`src/rtl/spi_master_cfg.sv`:
```
// Parametrised SPI master: programmable SCLK divider, CPOL/CPHA modes, bit order,
// multiple chip selects, full-duplex shift with start/busy/done handshake.
module spi_master_cfg #(
    parameter int DATA_W    = 8,
    parameter int CS_N      = 1,
    parameter int DIV_W     = 16,
    parameter int LSB_FIRST = 0,
    parameter int SEL_W     = (CS_N > 1) ? $clog2(CS_N) : 1
) (
    input  logic              clk_i,
    input  logic              rst_i,
    input  logic              start_i,
    input  logic [DATA_W-1:0] tx_data_i,
    input  logic [SEL_W-1:0]  cs_sel_i,
    input  logic              cpol_i,
    input  logic              cpha_i,
    input  logic [DIV_W-1:0]  div_i,
    output logic              busy_o,
    output logic              done_o,
    output logic [DATA_W-1:0] rx_data_o,
    output logic              sclk_o,
    output logic              mosi_o,
    input  logic              miso_i,
    output logic [CS_N-1:0]   cs_n_o
);

    typedef enum logic [1:0] {IDLE, SETUP, XFER, HOLD} state_t;

    localparam int EW = $clog2(2 * DATA_W + 1);

    state_t            state_q, state_d;
    logic [DIV_W-1:0]  div_q, cnt_q;
    logic [EW-1:0]     edge_q, edge_nxt;
    logic              cpol_q, cpha_q;
    logic [DATA_W-1:0] tx_sh, rx_sh;
    logic              tick, accept, last_edge, leading;
    logic [CS_N-1:0]   cs_dec;

    function automatic logic out_bit(input logic [DATA_W-1:0] s);
        return (LSB_FIRST != 0) ? s[0] : s[DATA_W-1];
    endfunction

    function automatic logic [DATA_W-1:0] shift_tx(input logic [DATA_W-1:0] s);
        return (LSB_FIRST != 0) ? (s >> 1) : (s << 1);
    endfunction

    function automatic logic [DATA_W-1:0] shift_rx(input logic [DATA_W-1:0] s, input logic b);
        return (LSB_FIRST != 0) ? {b, s[DATA_W-1:1]} : {s[DATA_W-2:0], b};
    endfunction

    // Out-of-range selects decode to no asserted chip select.
    always_comb begin
        cs_dec = '1;
        for (int i = 0; i < CS_N; i++) cs_dec[i] = (cs_sel_i != SEL_W'(i));
    end

    always_comb begin
        state_d   = state_q;
        accept    = 1'b0;
        tick      = (cnt_q == div_q);
        edge_nxt  = edge_q + 1'b1;
        leading   = edge_nxt[0];
        last_edge = (edge_nxt == EW'(2 * DATA_W));
        case (state_q)
            IDLE:  if (start_i) begin
                       accept  = 1'b1;
                       state_d = SETUP;
                   end
            SETUP: if (tick) state_d = XFER;
            XFER:  if (tick && last_edge) state_d = HOLD;
            HOLD:  if (tick) state_d = IDLE;
            default: state_d = IDLE;
        endcase
    end

    always_ff @(posedge clk_i) begin
        if (rst_i) state_q <= IDLE;
        else       state_q <= state_d;
    end

    always_ff @(posedge clk_i) begin
        if (rst_i) begin
            busy_o    <= 1'b0;
            done_o    <= 1'b0;
            rx_data_o <= '0;
            sclk_o    <= 1'b0;
            mosi_o    <= 1'b0;
            cs_n_o    <= '1;
            div_q     <= '0;
            cnt_q     <= '0;
            edge_q    <= '0;
            cpol_q    <= 1'b0;
            cpha_q    <= 1'b0;
            tx_sh     <= '0;
            rx_sh     <= '0;
        end else begin
            done_o <= 1'b0;
            case (state_q)
                IDLE: begin
                    sclk_o <= cpol_i;
                    mosi_o <= 1'b0;
                    cnt_q  <= '0;
                    edge_q <= '0;
                    if (accept) begin
                        busy_o <= 1'b1;
                        div_q  <= div_i;
                        cpol_q <= cpol_i;
                        cpha_q <= cpha_i;
                        cs_n_o <= cs_dec;
                        rx_sh  <= '0;
                        // Mode 0/2 slaves sample on the first edge, so the first bit goes out now.
                        if (!cpha_i) begin
                            mosi_o <= out_bit(tx_data_i);
                            tx_sh  <= shift_tx(tx_data_i);
                        end else begin
                            tx_sh  <= tx_data_i;
                        end
                    end
                end
                default: begin
                    cnt_q <= tick ? '0 : cnt_q + 1'b1;
                    if (state_q == XFER && tick) begin
                        sclk_o <= ~sclk_o;
                        edge_q <= edge_nxt;
                        // Sample on leading edges when cpha=0, trailing edges when cpha=1.
                        if (leading ^ cpha_q) begin
                            rx_sh <= shift_rx(rx_sh, miso_i);
                        end else if (!last_edge) begin
                            mosi_o <= out_bit(tx_sh);
                            tx_sh  <= shift_tx(tx_sh);
                        end
                    end
                    if (state_q == HOLD && tick) begin
                        busy_o    <= 1'b0;
                        done_o    <= 1'b1;
                        cs_n_o    <= '1;
                        mosi_o    <= 1'b0;
                        rx_data_o <= rx_sh;
                    end
                end
            endcase
        end
    end

endmodule

```
`config.mk`:
```
export PLATFORM = sky130hd
export DESIGN_NAME = spi_master_cfg
export DESIGN_NICKNAME = d
export VERILOG_FILES = /design/src/rtl/spi_master_cfg.sv
export SDC_FILE = /design/constraint.sdc
export NUM_CORES = 1
export LEC_CHECK = 0
export CAP_MARGIN = 25
export CELL_PAD_IN_SITES_DETAIL_PLACEMENT = 1
export CELL_PAD_IN_SITES_GLOBAL_PLACEMENT = 1
export CORE_UTILIZATION = 44
export DETAILED_ROUTE_END_ITERATION = 7
export GPL_TIMING_DRIVEN = 0
export PLACE_DENSITY_LB_ADDON = 0.1
export RECOVER_POWER = 25
export SLEW_MARGIN = 0
export SYNTH_ARGS = -nofsm -noshare
export SYNTH_HDL_FRONTEND = slang
export SYNTH_SLANG_ARGS = --single-unit
```
`constraint.sdc`:
```
create_clock -name clk_i -period 3 [get_ports clk_i]
set_input_delay 0.6 -clock clk_i [delete_from_list [all_inputs] [get_ports clk_i]]
set_output_delay 0.6 -clock clk_i [all_outputs]
set_load 0.005 [all_outputs]
```
Yosys cells after proc, flatten, opt, wreduce, memory -nomap -nowiden
Cells that the tools add are included.
{"block": "word_totals", "wordCells": 82, "reg_bits": 69, "output_inout_bits": 13}
{"block": "op_classes", "n_bitwise": 3, "n_mux": 33, "n_eq_ne": 14, "n_addsub": 2, "n_reduce_logical": 17}
{"cell": "8-bit two-way mux", "n": 10}
{"cell": "1-bit two-way mux", "n": 18}
{"cell": "16-bit by 1-bit adder with 16-bit output (second input constant)", "n": 1}
{"cell": "16-bit == test", "n": 1}
{"cell": "2-bit inequality test (second input constant)", "n": 5}
{"cell": "2-bit two-way mux", "n": 4}
{"cell": "2-bit case mux with 4 select lines", "n": 1}
{"cell": "4-bit AND reduction", "n": 2}
{"cell": "3-bit by 1-bit inequality test with 1-bit output (second input constant)", "n": 2}
{"cell": "2-bit AND reduction", "n": 3}
{"cell": "3-bit AND reduction", "n": 2}
{"cell": "2-bit nonzero test", "n": 3}
{"cell": "5-bit by 1-bit adder with 5-bit output (second input constant)", "n": 1}
{"cell": "5-bit == test (second input constant)", "n": 1}
{"cell": "2-bit == test (second input constant)", "n": 2}
{"cell": "2-bit by 1-bit inequality test with 1-bit output (second input constant)", "n": 2}
{"cell": "1-bit logical AND", "n": 3}
{"cell": "3-bit nonzero test", "n": 1}
{"cell": "3-bit OR reduction", "n": 1}
{"cell": "2-bit by 1-bit == test with 1-bit output (second input constant)", "n": 1}
{"cell": "2-bit zero test", "n": 1}
{"cell": "1-bit inverter", "n": 2}
{"cell": "2-bit OR reduction", "n": 1}
{"cell": "1-bit XOR", "n": 1}

Depth between registers and ports, before layout
Gate-level depths: netlist of run 1.
{"block": "logic_depth", "ltp_word": 7, "depth_mapped": 9}

Worst setup path before layout of run 1
OpenSTA, ideal clock, no wires.
{"block": "synth_timing", "path_kind": "register to register", "start": "reg edge_q[0]", "end": "reg tx_sh[5]", "stages_incl_launch_ff": 9, "synth_period_minus_slack_ps": 1848, "arrival_ps": 1781, "n_path_buf": 1, "path_slack_ps": 1152, "cell_sequence": "dfxtp_1 ha_1 nand4b_1 o311ai_1 a31oi_1 a41oi_4 buf_6 a211o_1 a21oi_2"}
{"block": "synth_between", "elab_chain_len": 4, "word_cells_on_any_way": 6, "classes_between": "add/sub: 1; eq/ne: 3; bitwise: 1; reduce/logical: 1"}
{"item": "start: declaration", "line_no": "33", "rtl": "logic [EW-1:0] edge_q, edge_nxt;"}
{"item": "start signal: assignment", "line_no": "124", "rtl": "edge_q <= edge_nxt;"}
{"item": "5-bit by 1-bit adder with 5-bit output (*)", "line_no": "61", "rtl": "edge_nxt = edge_q + 1'b1;"}
{"item": "5-bit == test / 1-bit XOR (equally long branches)", "line_no": "63, 126"}
{"item": "2-bit by 1-bit inequality test with 1-bit output (no line)"}
{"item": "4-bit AND reduction (no line) (*)"}
{"item": "end signal: assignment", "line_no": "114", "rtl": "tx_sh <= shift_tx(tx_data_i);"}
{"item": "end signal: assignment", "line_no": "116", "rtl": "tx_sh <= tx_data_i;"}
{"item": "end signal: assignment", "line_no": "130", "rtl": "tx_sh <= shift_tx(tx_sh);"}
{"item": "end: declaration", "line_no": "35", "rtl": "logic [DATA_W-1:0] tx_sh, rx_sh;"}
Every way passes the cells marked *; elsewhere a longest branch is shown, timed or not.
A chain may end at the register's enable or synchronous reset.

Final worst setup path of run 1
{"block": "layout_timing", "start": "reg state_q[1]", "end": "reg div_q[10]"}
{"block": "layout_between", "elab_chain_len": 3}
{"item": "start: declaration", "line_no": "31", "rtl": "state_t state_q, state_d;"}
{"item": "start signal: assignment", "line_no": "78", "rtl": "else state_q <= state_d;"}
{"item": "2-bit zero test (*)", "line_no": "64, 98"}
{"item": "1-bit two-way mux", "line_no": "64", "rtl": "case (state_q)"}
{"item": "2-bit AND reduction (no line) (*)"}
{"item": "end signal: assignment", "line_no": "106", "rtl": "div_q <= div_i;"}
{"item": "end: declaration", "line_no": "32", "rtl": "logic [DIV_W-1:0] div_q, cnt_q;"}
Marks and branches as above.

==> impl_metrics.toml, run 1 <==
[hold_path]
whs_endpoint = "tx_sh[4]$_SDFFE_PP0P_"
min_path_type = "reg2reg"
whs_path_depth = 2
min_from = "tx_sh[4]$_SDFFE_PP0P_"

[yosys]
synth-async-reset-ratio = 0
ys_seq_area_frac = 0.441
syn_area_per_cell_sq_um = 8.61
synth_edf_count = 0
syn_nets = 402
yosysUniqueCellTypes = 40
syn_area_sq_um = 3130
syn_inst = 364
ys_ff_latch = 69
yosys_warnings = 0
synth_top_flop_cell = "dfxtp_1"

[critical_path]
crit_top_cell = "clkbuf_1"
cp_max_fo = 10
startpoint_type = "flip-flop"
regToRegStartpoint = "state_q[1]$_SDFFE_PP0P_"
worstPathArrival_ps = 2580
cp.required_ps = 3210
reg2reg_depth = 8
path_delay_family = "buffers and inverters"
r2r-end = "div_q[10]$_SDFFE_PP0P_"
worstPathBufferInverterCount = 4
cp-end-kind = "flip-flop"
critPathMaxStageDelay_ps = 390
cp_slowest_cell = "clkbuf_1"
r2r_setup_slack_ps = 630
crit_type = "reg2reg"
crit_path_cell_trace = "inv_1 -> ha_1 -> clkbuf_1 -> clkbuf_1 -> nand2_1 -> clkbuf_1 -> nand2_1 -> a21oi_1"

[timing]
worstMarginPinSlew_ps = 583
rsz0062_at_grt = "false"
post-route-period-util = 0.790
setup_viol = 0
tns_ps = 0
min_period_ps = 2370
relSlewSlack = 0.611
hold_viol_final = 0
finalMaxSlewViolations = 0
fmax_mhz = 422
holdWs_ps = 461
clock_skew_ps = 10.8
setup_ws_ps = 629

[global_route]
grt_pass1_wl_um = 13200
grtUsageTotal = 0.231
antenna_found_initial = 0
grt-ovfl-total = 0
first_global_vias = 2809
grt_start_max_net_pins = 13

[placed_design]
dp_hpwl_um = 5860
pre_cts_ws_ps = 599
io_buffers = 41
gp_congestion = 0.794

[pwr]
power_w = 0.00296
power.leakage_nw = 1.62
p_per_area_nw_per_um2 = 758
vdd_drop_max_v = 0.000374

[detailed_routing]
first_pass_iters = 4
drt_iter0_drc = 49
wl_per_cell_um = 15.4
wirelength_um = 7960
final_antenna_net_count = 0
drc = 0
via_per_inst = 5.28
vias = 2730

[cts]
cts_tree = "built"
cts_max_path_buffers = 2
cts_resized = 0
cts_made_buffers = 9
htreeDepth = 3
cts_num_sinks = 69
clk_latency_ps = 350
root_buffer = "clkbuf_8"
clk_pin_slew_ps = 70
cts_setup_buffers = 0
hold_buffers = 0

[floorplan]
die_area_sq_um = 7460
die_h_um = 86.4
io_pins = 44
rows = 30
start_util = 0.459
dieWidth_um = 86.4
core_area_sq_um = 6830

[finish]
utilization = 0.571
n_antenna_cell = 0
mostFrequentLayoutCells = "dfxtp_1 (69), nand2_1 (65), nor2_1 (34)"
nets = 454
final_common_cell = "dfxtp_1"
drive_gt1_frac = 0.0641
syn_to_final_growth_pct = 24.5

[status]
status = "completed"

[flow_run]
cap_violations = 0
[per-stage QoR]
stage,area [sq um],std cells
after global routing,3900,517
after global placement,3660,501
after floorplan,3130,364
after CTS,3900,517
after detailed placement,3660,501
final,3900,517
[cell families (layout without fill, tap and decap cells)]
| logic type | after synthesis | after routing | share of synthesized area |
|---|---|---|---|
| AOI/OAI and AO/OA | 64 | 64 | 0.132 |
| muxes | 17 | 17 | 0.0543 |
| and+or+nand+nor | 151 | 151 | 0.221 |
| xor gates and xnor gates | 32 | 32 | 0.0895 |
| DFF | 69 | 69 | 0.441 |
| buffers and inverters | 24 | 81 | 0.0343 |
| adders and majority gates | 7 | 7 | 0.0280 |
[worst min-delay path: stages (launching register included)]
cell and delay, ps:
dfxtp_1 310, nand2_1 50, a21oi_1 50
[final cells by class]
cell class | instances | area [sq um]
Tap cell | 96 | 120
Clock inverter | 7 | 114
Multi-Input combinational cell | 271 | 1640
Timing Repair Buffer | 41 | 410
Clock buffer | 9 | 124
Sequential cell | 69 | 1380
Inverter | 5 | 18.8
Buffer | 19 | 88.8
Fill cell | 816 | 2930
[registers in the layout, indices dropped and copies added (netlist names)]
register,flops
busy_o,1
cnt_q,16
cpha_q,1
cs_n_o,1
div_q,16
done_o,1
edge_q,5
mosi_o,1
rx_data_o,8
rx_sh,8
sclk_o,1
state_q,2
tx_sh,8
[worst max path at each step]
stage / cells past startpoint / from / slack [ps] / endpoint
global route: 8 / state_q[1]$_SDFFE_PP0P_ / 440 / div_q[4]$_SDFFE_PP0P_
CTS: 8 / state_q[1]$_SDFFE_PP0P_ / 600 / div_q[10]$_SDFFE_PP0P_
floorplan: 8 / edge_q[0]$_SDFFE_PP0P_ / 1150 / tx_sh[5]$_SDFFE_PP0P_
global placement: 6 / start_i / 650 / tx_sh[0]$_SDFFE_PP0P_
detailed placement: 6 / start_i / 600 / div_q[10]$_SDFFE_PP0P_
finish: 8 / state_q[1]$_SDFFE_PP0P_ / 630 / div_q[10]$_SDFFE_PP0P_
[power by group]
part | switching, W | total, W | internal (W)
Clock | 0.000362 | 0.000911 | 0.000549
Combinational | 0.000575 | 0.000932 | 0.000357
Sequential | 0.0000861 | 0.00112 | 0.00103
[synthesized netlist by cell type, drive strengths merged, types with 2 or more instances]
master  number  area, sq um
nand2       65          244
nand4        2         12.5
a31oi        2         12.5
or3          4         25.0
nor3         6         35.0
and3         9         56.3
inv          5         18.8
xor2        25          219
and2         3         18.8
nor4         5         37.5
ha           7         87.6
mux2i       17          170
nand4b       2         17.5
buf          5         36.3
o211ai       2         15.0
xnor2        7         61.3
dfxtp       69         1380
o21ai       14         70.1
nor2        34          128
a211oi       3         22.5
a21oi       29          153
nand3       17         90.1
o31ai        2         15.0
clkbuf      14         52.6
a211o        7         61.3
[routing by layer]
| layer | GRT usage | part of all wire |
|---|---|---|
| met5 | 0 | 0 |
| met4 | 0.0818 | 0.016 |
| met3 | 0.0562 | 0.023 |
| met2 | 0.427 | 0.52 |
| met1 | 0.258 | 0.44 |
(Power assumes the default switching activity.)
==> run 2: changes to the inputs <==
--- a/config.mk
+++ b/config.mk
@@ -8,7 +8,7 @@
 export CAP_MARGIN = 25
 export CELL_PAD_IN_SITES_DETAIL_PLACEMENT = 1
 export CELL_PAD_IN_SITES_GLOBAL_PLACEMENT = 1
-export CORE_UTILIZATION = 44
+export CORE_UTILIZATION = 37
 export DETAILED_ROUTE_END_ITERATION = 7
 export GPL_TIMING_DRIVEN = 0
 export PLACE_DENSITY_LB_ADDON = 0.1
==> constraint.sdc (replaced) <==
create_clock -name clk_i -period 2 [get_ports clk_i]
set_input_delay 0.4 -clock clk_i [delete_from_list [all_inputs] [get_ports clk_i]]
set_output_delay 0.4 -clock clk_i [all_outputs]
set_load 0.005 [all_outputs]
==> run 2 against run 1 <==
The run now ends with setup timing left. Critical path depth unchanged. Total power is 44% higher. Register-to-register slack got worse by 640 ps. Die area rose by 18%. Worst setup slack got worse by 640 ps. Cell area is 3.0% higher.
==> impl_metrics.toml, run 2 (synthesis gave the netlist of run 1 again) <==
[cts]
cts_num_sinks = 69
cts_tree = "built"
hold_buffers = 0
cts_max_path_buffers = 2
cts_made_buffers = 9
htreeDepth = 3
clk_pin_slew_ps = 70
clk_latency_ps = 340
root_buffer = "clkbuf_8"

[detailed_routing]
wirelength_um = 7920
drc = 0
final_antenna_net_count = 0
wl_per_cell_um = 14.9
first_pass_iters = 4
drt_iter0_drc = 57
vias = 2693
via_per_inst = 5.06

[placed_design]
io_buffers = 41
gp_congestion = 0.798
dp_hpwl_um = 5670
pre_cts_ws_ps = -423
dp_cells = 510

[critical_path]
r2r-end = "tx_sh[5]$_SDFFE_PP0P_"
worstPathArrival_ps = 2290
regToRegStartpoint = "cnt_q[9]$_SDFF_PP0_"
crit_path_cell_trace = "xor2_1 -> nor4_2 -> and4_1 -> buf_6 -> a41oi_4 -> buf_6 -> a211o_1 -> a21oi_2"
cp_slowest_cell = "dfxtp_4"
reg2reg_depth = 8
crit_top_cell = "buf_6"
cp.required_ps = 2280
startpoint_type = "flip-flop"
cp_max_fo = 6
r2r_setup_slack_ps = -10
crit_type = "reg2reg"
cp-end-kind = "flip-flop"
critPathMaxStageDelay_ps = 350

[timing]
setup_viol = 4
fmax_mhz = 497
finalMaxSlewViolations = 0
clock_skew_ps = 6.21
min_period_ps = 2010
rsz0062_at_grt = "true"
relSlewSlack = 0.582
holdWs_ps = 464
worstMarginPinSlew_ps = 627
post-route-period-util = 1.01
setup_ws_ps = -12.2
hold_viol_final = 0

[pwr]
switching_share = 0.371
vdd_drop_max_v = 0.000467
p_clk_frac = 0.244
power.leakage_nw = 1.66
p_per_area_nw_per_um2 = 1060
power_switching_w = 0.00158
seqPwrFrac = 0.392
internal_power_w = 0.00269
p_comb_frac = 0.364

[finish]
syn_to_final_growth_pct = 28.2
register_area_sq_um = 1400
top_regs = "cnt_q x16, div_q x16"
drive_gt1_frac = 0.145
final_common_cell = "nand2_1"
nets = 460
n_antenna_cell = 0
fillers = 952
multiInputGateArea_sq_um = 1710
finalNonFillerCells = 532
utilization = 0.489
mostFrequentLayoutCells = "nand2_1 (63), dfxtp_1 (61), nor2_1 (33)"

[flow_run]
cap_violations = 0

[floorplan]
rows = 33
core_area_sq_um = 8220
dieWidth_um = 94.0
die_h_um = 94.0
die_area_sq_um = 8840
io_pins = 44
start_util = 0.381

[global_route]
grtUsageTotal = 0.195
grt-ovfl-total = 0
grt_start_max_net_pins = 12
grt_pass1_wl_um = 13200
antenna_found_initial = 0
first_global_vias = 2722

[status]
violations = "setup timing"
status = "finished, violations left"

[hold_path]
min_from = "tx_sh[7]$_SDFFE_PP0P_"
whs_path_depth = 2
min_path_type = "reg2reg"
whs_endpoint = "tx_sh[7]$_SDFFE_PP0P_"
-- run 2: worst max-delay path by stage --
stage | slack, ps | cells past startpoint | from | endpoint
2_1_floorplan | 150 | 8 | edge_q[0]$_SDFFE_PP0P_ | tx_sh[5]$_SDFFE_PP0P_
3_3_place_gp | -390 | 8 | state_q[1]$_SDFFE_PP0P_ | div_q[11]$_SDFFE_PP0P_
3_5_place_dp | -420 | 8 | state_q[1]$_SDFFE_PP0P_ | div_q[5]$_SDFFE_PP0P_
4_1_cts | -30 | 8 | div_q[6]$_SDFFE_PP0P_ | tx_sh[5]$_SDFFE_PP0P_
5_1_grt | -120 | 8 | cnt_q[9]$_SDFF_PP0_ | tx_sh[3]$_SDFFE_PP0P_
6_report | -10 | 8 | cnt_q[9]$_SDFF_PP0_ | tx_sh[5]$_SDFFE_PP0P_
-- run 2: power by group through the flow --
| stage | logic (W) | clock network [W] | registers, W |
|---|---|---|---|
| final | 0.00156 | 0.00104 | 0.00167 |
| after global routing | 0.00173 | 0.00113 | 0.00170 |
| after CTS | 0.00153 | 0.00108 | 0.00168 |
| after detailed placement | 0.00141 | 0 | 0.00171 |
| after global placement | 0.00138 | 0 | 0.00170 |
| after floorplan | 0.000997 | 0 | 0.00167 |
-- run 2: per-stage QoR --
step	power, W	cell area [sq um]	setup TNS [ps]
final	0.00427	4020	-26.3
after global routing	0.00456	4020	-1840
after CTS	0.00429	3960	-100
after detailed placement	0.00312	3670	-9840
after global placement	0.00308	3670	-8850
after floorplan	0.00267	3130	0
-- run 2: cell type report --
class / instances / area share
multi-input cells: 271 / 0.427
clock inverters: 4 / 0.00561
well taps: 105 / 0.0327
flip-flops and latches: 69 / 0.348
repair buffers: 50 / 0.121
clock buffers: 12 / 0.0386
plain buffers: 16 / 0.0209
inverters: 5 / 0.00561
-- run 2: critical path, delay by kind of cell (launching register included) --
kind,cells,cell delay (ps)
AND/OR/NAND/NOR,2,600
AO/OA/AOI/OAI,3,530
flip-flops,1,350
buffers and inverters,2,310
XOR/XNOR,1,150
-- run 2: per-layer routing --
metal,GRT usage,part of all wire
met1,0.238,0.47
met2,0.341,0.49
met4,0.0654,0.014
met3,0.0364,0.023
met5,0,0
-- run 2: repair_timing --
item | in CTS | in global routing
buffers inserted | 5 | 3
cloned | 1 | 0
resized for setup | 19 | 16
setup endpoints to repair | 58 | 51
pin swaps | 8 | 5
==> run 3: changes to the inputs <==
--- a/config.mk
+++ b/config.mk
@@ -13,7 +13,7 @@
 export GPL_TIMING_DRIVEN = 0
 export PLACE_DENSITY_LB_ADDON = 0.1
 export RECOVER_POWER = 25
-export SLEW_MARGIN = 0
+export SLEW_MARGIN = 25
 export SYNTH_ARGS = -nofsm -noshare
 export SYNTH_HDL_FRONTEND = slang
 export SYNTH_SLANG_ARGS = --single-unit
==> results of run 3 <==
No change in the layout: final DEF, timing and power equal those of run 2.
